### src/rtl/fetch_stage.sv
// Instruction fetch stage: PC register, next-PC selection and the IF/ID pipeline register.
// ID resolves branches/jumps and steers pc_src; a taken redirect costs one flushed IF/ID slot.
module fetch_stage (
    input  logic        clk,
    input  logic        rst,
    input  logic        stall,
    input  logic [1:0]  pc_src,
    input  logic        inst_clear,
    input  logic [31:0] branch_target,
    output logic [31:0] imem_addr,
    input  logic [31:0] imem_rdata,
    output logic [31:0] ifid_inst,
    output logic [31:0] ifid_pc4,
    output logic        ifid_valid,
    output logic [31:0] fetch_count
);

    typedef enum logic [1:0] {
        SRC_SEQ    = 2'b00,
        SRC_BRANCH = 2'b01,
        SRC_JUMP   = 2'b10,
        SRC_RSVD   = 2'b11
    } pc_src_e;

    logic [31:0] pc;
    logic [31:0] pc_plus4;
    logic [31:0] jump_target;
    logic [31:0] next_pc;

    assign imem_addr   = pc;
    assign pc_plus4    = pc + 32'd4;
    // Jump region comes from the instruction sitting in ID, not from the current PC.
    assign jump_target = {ifid_pc4[31:28], ifid_inst[25:0], 2'b00};

    always_comb begin
        next_pc = pc_plus4;
        case (pc_src_e'(pc_src))
            SRC_BRANCH: next_pc = branch_target;
            SRC_JUMP:   next_pc = jump_target;
            default:    next_pc = pc_plus4;
        endcase
    end

    always_ff @(posedge clk) begin
        if (rst) begin
            pc          <= '0;
            ifid_inst   <= '0;
            ifid_pc4    <= '0;
            ifid_valid  <= 1'b0;
            fetch_count <= '0;
        end else if (!stall) begin
            pc <= next_pc;
            if (inst_clear) begin
                ifid_inst  <= '0;
                ifid_pc4   <= '0;
                ifid_valid <= 1'b0;
            end else begin
                ifid_inst   <= imem_rdata;
                ifid_pc4    <= pc_plus4;
                ifid_valid  <= 1'b1;
                fetch_count <= fetch_count + 32'd1;
            end
        end
    end

endmodule

### config.mk
export PLATFORM = sky130hd
export DESIGN_NAME = fetch_stage
export DESIGN_NICKNAME = d
export VERILOG_FILES = /design/src/rtl/fetch_stage.sv
export SDC_FILE = /design/constraint.sdc
export NUM_CORES = 1
export LEC_CHECK = 0
export CORE_ASPECT_RATIO = 0.7
export CORE_MARGIN = 10
export CORE_UTILIZATION = 50
export CTS_BUF_LIST = sky130_fd_sc_hd__clkbuf_8
export CTS_CLUSTER_SIZE = 25
export DETAILED_ROUTE_END_ITERATION = 16
export GPL_ROUTABILITY_DRIVEN = 0
export PLACE_DENSITY = 0.85
export SETUP_SLACK_MARGIN = 0.4
export SLEW_MARGIN = 20
export SYNTH_ARGS = -nofsm -noshare
export SYNTH_HDL_FRONTEND = slang
export SYNTH_SLANG_ARGS = --single-unit
### constraint.sdc
create_clock -name clk -period 6 [get_ports clk]
set_clock_uncertainty 0.05 [all_clocks]
set_input_delay 0.6 -clock clk [delete_from_list [all_inputs] [get_ports clk]]
set_output_delay 0.6 -clock clk [all_outputs]
set_load 0.05 [all_outputs]
* After elaboration in Yosys (flattened, before gate mapping) *
Index checks and enable logic that the tools add are counted.

storage, ports and cells
  register bits = 129
  latch bits = 0
  RAM bits = 0
  memory bits (read-only) = 0
  bits of input ports = 70
  output and inout port bits = 129
  word-level logic and storage cells = 16
  memories = 0

cells by class
  add/sub/neg operators = 2
  $mul = 0
  divide/modulo/power cells = 0
  $lt $le $gt $ge = 0
  eq/ne operators = 2
  shift-type cells = 0
  mux-type cells = 4
  bitwise operators = 2
  reduce and logical (&&, ||, !) cells = 1

operators by type and width
  kind                                            number
  2-to-1 mux 32 bit                               2
  case mux 32 bit (2 select lines)                1
  adder 32 x 1 -> 32 bit (second input constant)  1
  adder 32 x 3 -> 32 bit (second input constant)  1
  == test 2 x 1 -> 1 bit (second input constant)  1
  == test 2 bit (second input constant)           1
  inverter 1 bit                                  2
  AND reduction 2 bit                             1
  2-to-1 mux 1 bit                                1

* Depth between registers and ports, before layout *
Gate-level depths: netlist (run 1).

  depth after elaboration = 2
  depth in mapped cells = 8
  gate-level depth less buffers = 6

* Least setup slack after synthesis (run 1) *
Ideal clock, no wire load.

  path type = reg2reg
  start = reg fetch_count[6]
  end = reg fetch_count[28]
  library setup time = 0.121 ns
  data arrival time = 2.267 ns
  required time = 5.829 ns
  slack = 3.562 ns
  stages on the path, launching flop included = 7
  path buffers = 2
  clock period less this slack = 2.438 ns
  cells stage by stage = dfxtp_1 > nand4_2 > or4_1 > buf_2 > buf_6 > nor3_1 > mux2_2

between the ends
  word-level cells in the longest chain between the ends = 1

ends and longest elaborated chain
  what                    RTL line  RTL
  start, declared         15        output logic [31:0] fetch_count
  start signal, assigned  61        fetch_count <= fetch_count + 32'd1;
  adder 32 x 1 -> 32 bit  61

Every way passes these cells.
A chain may end at the register's enable or synchronous reset.

* Worst setup path after layout (run 1) *
  start = in pc_src[0]
  end = reg pc[19], in the netlist imem_addr[19]

between the ends
  word-level cells in the longest chain between the ends = 2
  elaborated cells between the ends (all ways) = 3
  those cells by class = 2 x eq/ne; 1 x mux

ends and longest elaborated chain
  what                                                            RTL line  RTL
  start, declared                                                 7         input logic [1:0] pc_src,
  == test 2 bit / == test 2 x 1 -> 1 bit (equally long branches)  37        case (pc_src_e'(pc_src))
  case mux 32 bit (2 select lines) (*)                            37
  end signal, assigned                                            52        pc <= next_pc;
  end, declared                                                   25        logic [31:0] pc;

Mark *: on every way between the ends. The rest lies on a longest branch, timed or not.

==> results of run 1 <==
-- routing by layer --
metal / vias to the layer above / share of wire / GRT usage
met3: 45 / 0.16 / 0.132
met4: 0 / 0.023 / 0.0834
li1: 3323 / - / -
met1: 3273 / 0.41 / 0.333
met5: - / 0 / 0
met2: 447 / 0.41 / 0.362
-- cells by family (layout without fill, tap and decap cells) --
| family | count (synthesis) | count (layout) |
|---|---|---|
| xor+xnor | 21 | 21 |
| buf+inv | 82 | 251 |
| fa+ha+maj | 4 | 4 |
| mux | 10 | 10 |
| compound gates | 213 | 213 |
| flops | 129 | 129 |
| simple gates | 347 | 347 |
-- layout by cell type (no fill, tap or decap), types with 9 or more instances in the layout --
master and count:
a21oi_1 48, a221oi_1 9, a22oi_1 52, a31oi_1 11, and3_1 12, clkbuf_8 18
clkdlybuf4s50_1 196, dfxtp_1 129, inv_1 14, nand2_1 71, nand3_1 38, nand4_1 27
nor2_1 93, nor2b_1 10, nor3_1 29, nor4_1 10, o21ai_0 32, or3_1 11
or4_1 14, xnor2_1 14
-- tightest hold or removal path, delay by kind of cell, from the launching register on --
family           cells  cell delay [ns]
and+or+nand+nor      2             0.10
DFF                  1             0.33
-- power groups by stage --
| stage | logic (mW) | registers [mW] | clock network [mW] |
|---|---|---|---|
| after floorplan | 0.112 | 0.989 | 0 |
| after global placement | 0.299 | 0.925 | 0 |
| after detailed placement | 0.302 | 0.927 | 0 |
| after CTS | 0.304 | 0.907 | 0.770 |
| after global routing | 0.325 | 0.912 | 0.809 |
| final | 0.306 | 0.909 | 0.769 |
-- stage by stage --
stage,utilization,total power [mW],instance area (sq um),hold WS [ns]
2_1_floorplan,-,1.10,6460,0.623
3_3_place_gp,0.672,1.22,8430,0.388
3_5_place_dp,0.672,1.23,8430,0.394
4_1_cts,0.704,1.98,8830,0.413
5_1_grt,0.704,2.05,8830,0.437
6_report,0.704,1.98,8830,0.408
-- final timing paths --
path	from	to	slack, ns
max reg2reg	imem_addr[6]	ifid_pc4[29]	3.53
max	pc_src[0]	imem_addr[19]	3.29
min reg2reg	ifid_pc4[23]	ifid_pc4[23]	0.41
min	ifid_pc4[23]	ifid_pc4[23]	0.41
-- registers in the layout, indices dropped and copies added (netlist names) --
signal / cells
ifid_pc4: 32
fetch_count: 32
imem_addr: 32
ifid_valid: 1
ifid_inst: 32
-- cell type report --
| cell class | instances | area [sq um] | share of cell area |
|---|---|---|---|
| clock buffer | 18 | 248 | 0.0281 |
| inverter | 14 | 52.6 | 0.00595 |
| tap | 162 | 203 | 0.0230 |
| sequential | 129 | 2580 | 0.292 |
| multi-input combinational | 595 | 3560 | 0.404 |
| clock inverter | 14 | 154 | 0.0174 |
| timing repair buffer | 205 | 2030 | 0.230 |
==> impl_metrics.sql, run 1 <==
INSERT INTO impl_metrics (metric_group, metric, value, unit) VALUES
('floorplan', 'design.die.area', '17900', 'sq um'),
('power', 'share_seq_of_total_power', '0.458', ''),
('setup_path', 'critical_path.endpoint_type', 'flop', ''),
('clocking', 'worst_skew_pair.late_latency', '0.46', 'ns'),
('timing', 'timing.final.ws_setup', '3.29', 'ns'),
('grt', 'globalRoute.totalOverflow', '0', ''),
('timing', 'layout_worst_path_cycle_share', '0.452', ''),
('grt', 'grt_max_degree', '78', ''),
('power', 'swShare', '0.306', ''),
('synth', 'mappedNetlistArea', '6460', 'sq um'),
('placed_design', 'placed_instances', '1105', ''),
('setup_path', 'crit_type', 'in2reg', ''),
('placed_design', 'place_worst_setup_slack', '2.86', 'ns'),
('clocking', 'cts.sink_count', '129', ''),
('clocking', 'max-clock-path-buffers', '2', ''),
('routing', 'drc', '0', ''),
('job', 'count_of_max_cap_constraint_violations', '0', ''),
('power', 'pwr_density_cell', '225', 'nW/um^2'),
('finish', 'fraction_of_final_layout_cells_sized_beyond_drive_strength_1', '0.0636', ''),
('synth', 'synthesis.nets', '880', ''),
('grt', 'globalRouteTotalUtil', '0.257', ''),
('synth', 'synth_area_leader', 'dfxtp_1', ''),
('synth', 'synthMostInstantiatedCell', 'dfxtp_1', ''),
('clocking', 'cts-hold-fix-buffers', '0', ''),
('synth', 'synth_commonest_cells', '129 x dfxtp_1, 94 x nor2_1, 71 x nand2_1', ''),
('finish', 'layoutNonFillerInstCount', '1137', ''),
('timing', 'relSlewSlack', '0.270', ''),
('setup_path', 'timing.critical_path.max_delay_family', 'buffers and inverters', ''),
('synth', 'synthesized_area_fraction_occupied_by_adder_cells', '0.00774', ''),
('timing', 'finalWorstPathRequiredPeriod', '2.71', 'ns'),
('synth', 'synthesis.instances', '806', ''),
('timing', 'finalMaxSlewViolations', '0', ''),
('timing', 'rsz_0062_raised_after_global_routing', 'no', ''),
('timing', 'clock.fmax', '368', 'MHz'),
('routing', 'viasPerCell', '6.23', ''),
('finish', 'final_net_count', '1036', ''),
('synth', 'synth_edf_count', '0', ''),
('clocking', 'tritoncts.num_buffers', '17', ''),
('power', 'vdd_drop_max', '0.000156', 'V'),
('power', 'combinationalPowerShare', '0.154', ''),
('setup_path', 'worstRegToRegCells', '4', ''),
('timing', 'pin_slew_with_the_least_headroom_to_its_limit', '1.09', 'ns'),
('synth', 'synth-seq-cells', '129', ''),
('synth', 'synth-simple-area-share', '0.271', ''),
('grt', 'wire_length_of_the_first_global_routing_pass', '37.0', 'mm'),
('synth', 'largest_family_of_logic_cells_by_synthesized_area', 'simple AND/OR/NAND/NOR gates', ''),
('power', 'switching_power', '0.607', 'mW'),
('clocking', 'cts.repair.resized', '0', ''),
('setup_path', 'worst-endpoint-arrival', '3.05', 'ns'),
('min_path', 'hold_path_depth', '2', ''),
('routing', 'drt_iter0_markers', '1053', ''),
('routing', 'num_vias', '7088', ''),
('synth', 'yosysUniqueCellTypes', '62', ''),
('synth', 'synth-xor-area-share', '0.0285', ''),
('routing', 'detail_route.wl_per_cell', '20.8', 'um'),
('finish', 'fill_cells', '990', ''),
('clocking', 'clkTransAtPathRegs', '0.09', 'ns'),
('timing', 'totalNegativeSetupSlack', '0', 'ns'),
('placed_design', 'place.port_buffers', '198', ''),
('floorplan', 'design.core.area', '12500', 'sq um'),
('routing', 'drtAntennaViolNets', '0', ''),
('floorplan', 'initial_core_util', '0.515', ''),
('synth', 'asyncSetResetFlopFracSynth', '0', ''),
('setup_path', 'critical_path_start_type', 'primary input', ''),
('grt', 'first_global_vias', '6631', ''),
('min_path', 'hp-class', 'reg2reg', ''),
('setup_path', 'crit_path_cell_trace', 'clkdlybuf4s50_1 > inv_1 > ha_1 > buf_4 > inv_1 > or3_1 > o32a_1 > o221ai_1', ''),
('power', 'internal_power', '1.38', 'mW'),
('floorplan', 'die_width', '156', 'um'),
('timing', 'timing.final.setup_violations', '0', ''),
('outcome', 'run_status', 'finished, final reports clean', '');
No activity file was read; power rests on OpenSTA's default activity.
==> inputs of run 2 (changes only) <==
CORE_UTILIZATION = 49   (was 50)
PLACE_DENSITY = 0.83   (was 0.85)
clock period = 2.55 ns   (was 6 ns; I/O delays follow)
==> impl_metrics.sql, run 2 (same netlist as run 1, synthesis figures left out) <==
INSERT INTO impl_metrics (metric_group, metric, value, unit) VALUES
('grt', 'met2_usage', '0.373', ''),
('power', 'pwr_density_cell', '505', 'nW/um^2'),
('finish', 'area_occupied_by_multi_input_gates', '3580', 'sq um'),
('floorplan', 'design.core.area', '13100', 'sq um'),
('grt', 'first_global_vias', '6676', ''),
('setup_path', 'critical_path.max_stage_delay', '0.87', 'ns'),
('timing', 'fin_worst_hold_slack', '0.104', 'ns'),
('grt', 'globalRouteTotalUtil', '0.253', ''),
('timing', 'timing_hold_violations_final', '0', ''),
('routing', 'num_vias', '7173', ''),
('placed_design', 'placed_cell_area', '8690', 'sq um'),
('clocking', 'tritoncts.num_buffers', '17', ''),
('outcome', 'run_status', 'finished, final reports clean', ''),
('timing', 'timing.final.setup_violations', '0', ''),
('floorplan', 'initial_core_util', '0.495', ''),
('finish', 'fraction_of_final_layout_cells_sized_beyond_drive_strength_1', '0.114', ''),
('finish', 'finalInstanceArea', '9110', 'sq um'),
('timing', 'finalMaxSlewViolations', '0', ''),
('clocking', 'cts-hold-fix-buffers', '0', ''),
('setup_path', 'critical_path.endpoint_type', 'output pin', ''),
('min_path', 'hp-class', 'in2reg', ''),
('timing', 'clock.fmax', '478', 'MHz'),
('timing', 'rsz_0062_raised_after_global_routing', 'yes', ''),
('setup_path', 'worst-endpoint-arrival', '1.79', 'ns'),
('grt', 'grt_util_met3', '0.119', ''),
('power', 'leakagePower', '3.19', 'nW'),
('grt', 'grt_max_degree', '77', ''),
('finish', 'diodes', '0', ''),
('routing', 'drt-pass1-iter-count', '6', ''),
('timing', 'finalWorstPathRequiredPeriod', '2.09', 'ns'),
('routing', 'detail_route.wl_per_cell', '20.5', 'um'),
('floorplan', 'rows', '35', ''),
('clocking', 'cts.sink_count', '129', ''),
('setup_path', 'crit_type', 'reg2out', ''),
('setup_path', 'critical_path_start_type', 'flop', ''),
('clocking', 'clock_tree_from_tritoncts', 'built', ''),
('routing', 'drc', '0', ''),
('setup_path', 'timing.critical_path.max_delay_family', 'buffers and inverters', ''),
('floorplan', 'design.die.area', '18300', 'sq um'),
('setup_path', 'critical_path.slowest_cell', 'clkdlybuf4s50_1', ''),
('power', 'p_total', '4.60', 'mW'),
('floorplan', 'dieHeight', '116', 'um'),
('floorplan', 'die_width', '157', 'um'),
('setup_path', 'worst-path-buf-inv', '1', ''),
('routing', 'viasPerCell', '6.17', ''),
('placed_design', 'place.port_buffers', '198', ''),
('routing', 'drt_wl_total', '23.9', 'mm'),
('clocking', 'root_buffer', 'clkbuf_8', ''),
('floorplan', 'io-pin-count', '199', ''),
('grt', 'grtUsageMet1', '0.331', ''),
('finish', 'seqCellArea', '2640', 'sq um'),
('finish', 'layout.cells.most_common_list', '185 x clkdlybuf4s50_1, 98 x dfxtp_1, 93 x nor2_1', ''),
('clocking', 'ctsHtreeMaxLevel', '4', ''),
('timing', 'relSlewSlack', '0.494', ''),
('finish', 'commonest_non_fill_non_tap_cell_in_the_layout', 'clkdlybuf4s50_1', ''),
('clocking', 'worst_skew_pair.late_latency', '0.44', 'ns'),
('timing', 'pin_slew_with_the_least_headroom_to_its_limit', '0.752', 'ns'),
('power', 'vdd_drop_max', '0.000362', 'V'),
('routing', 'drtAntennaViolNets', '0', ''),
('clocking', 'max-clock-path-buffers', '2', ''),
('finish', 'fill_cells', '1042', ''),
('grt', 'antenna_violations_before_repair', '0', ''),
('setup_path', 'timing.critical_path.fanout_max', '7', ''),
('timing', 'layout_worst_path_cycle_share', '0.820', ''),
('job', 'count_of_max_cap_constraint_violations', '0', ''),
('finish', 'final_net_count', '1058', ''),
('grt', 'globalRoute.totalOverflow', '0', ''),
('grt', 'global_route.peak_usage_layer', 'met2', ''),
('setup_path', 'crit_path_cell_trace', 'clkdlybuf4s50_1', ''),
('timing', 'totalNegativeSetupSlack', '0', 'ns'),
('grt', 'wire_length_of_the_first_global_routing_pass', '36.9', 'mm'),
('clocking', 'clkTransAtPathRegs', '0.08', 'ns'),
('finish', 'area_growth_syn_to_layout', '40.9', '%'),
('setup_path', 'cp.required', '2.25', 'ns'),
('placed_design', 'dp_hpwl', '17.6', 'mm'),
('routing', 'drt_iter0_markers', '897', '');
-- run 2: cell types whose count changed in the layout (fill, tap and decap cells not counted), sizes merged --
cell	previous run	this run
buf	9	31
clkbuf	18	17
clkdlybuf4s50	196	185
clkinvlp	3	6
dlygate4sd2	0	4
dlymetal6s2s	0	7
inv	18	16
-- run 2: worst paths after layout --
path | startpoint | end | cells after the start | slack [ns]
worst max-delay path | imem_addr[18] | imem_addr[18] | 1 | 0.46
worst min register to register | ifid_pc4[15] | ifid_pc4[15] | 2 | 0.41
worst min-delay path | rst | imem_addr[28] | 2 | 0.10
worst max register to register | imem_addr[15] | ifid_pc4[23] | 4 | 0.47
-- run 2: per-stage QoR --
| step | utilization | setup WS, ns | std cells |
|---|---|---|---|
| 3_3_place_gp | 0.666 | 0.214 | 1129 |
| 6_report | 0.698 | 0.458 | 1163 |
| 5_1_grt | 0.698 | 0.383 | 1163 |
| 4_1_cts | 0.696 | 0.416 | 1163 |
| 2_1_floorplan | - | 0.404 | 806 |
| 3_5_place_dp | 0.666 | 0.152 | 1129 |
-- run 2: report_power, final --
group | total (mW) | switching (mW) | internal (mW)
registers | 2.13 | 0.0721 | 2.06
logic | 0.753 | 0.459 | 0.294
clock network | 1.71 | 0.856 | 0.856
total | 4.60 | 1.39 | 3.21
-- run 2: final cells by class --
type	count	share of cell area
multi-input cells	595	0.393
flip-flops and latches	129	0.289
inverters	14	0.00577
well taps	166	0.0228
clock inverters	15	0.0157
repair buffers	227	0.248
clock buffers	17	0.0257
-- run 2: layer usage --
layer  part of all wire  vias to the layer above
li1                   -                     3367
met1               0.41                     3326
met2               0.42                      450
met3               0.15                       30
met4              0.011                        0
met5                  0                        -
-- run 2: repair_timing --
| item | 4_1_cts | 5_1_grt |
|---|---|---|
| setup endpoints to repair | 13 | 10 |
| buffers inserted | 2 | 0 |
| gates resized for setup | 5 | 9 |
| pin swaps | 1 | 1 |
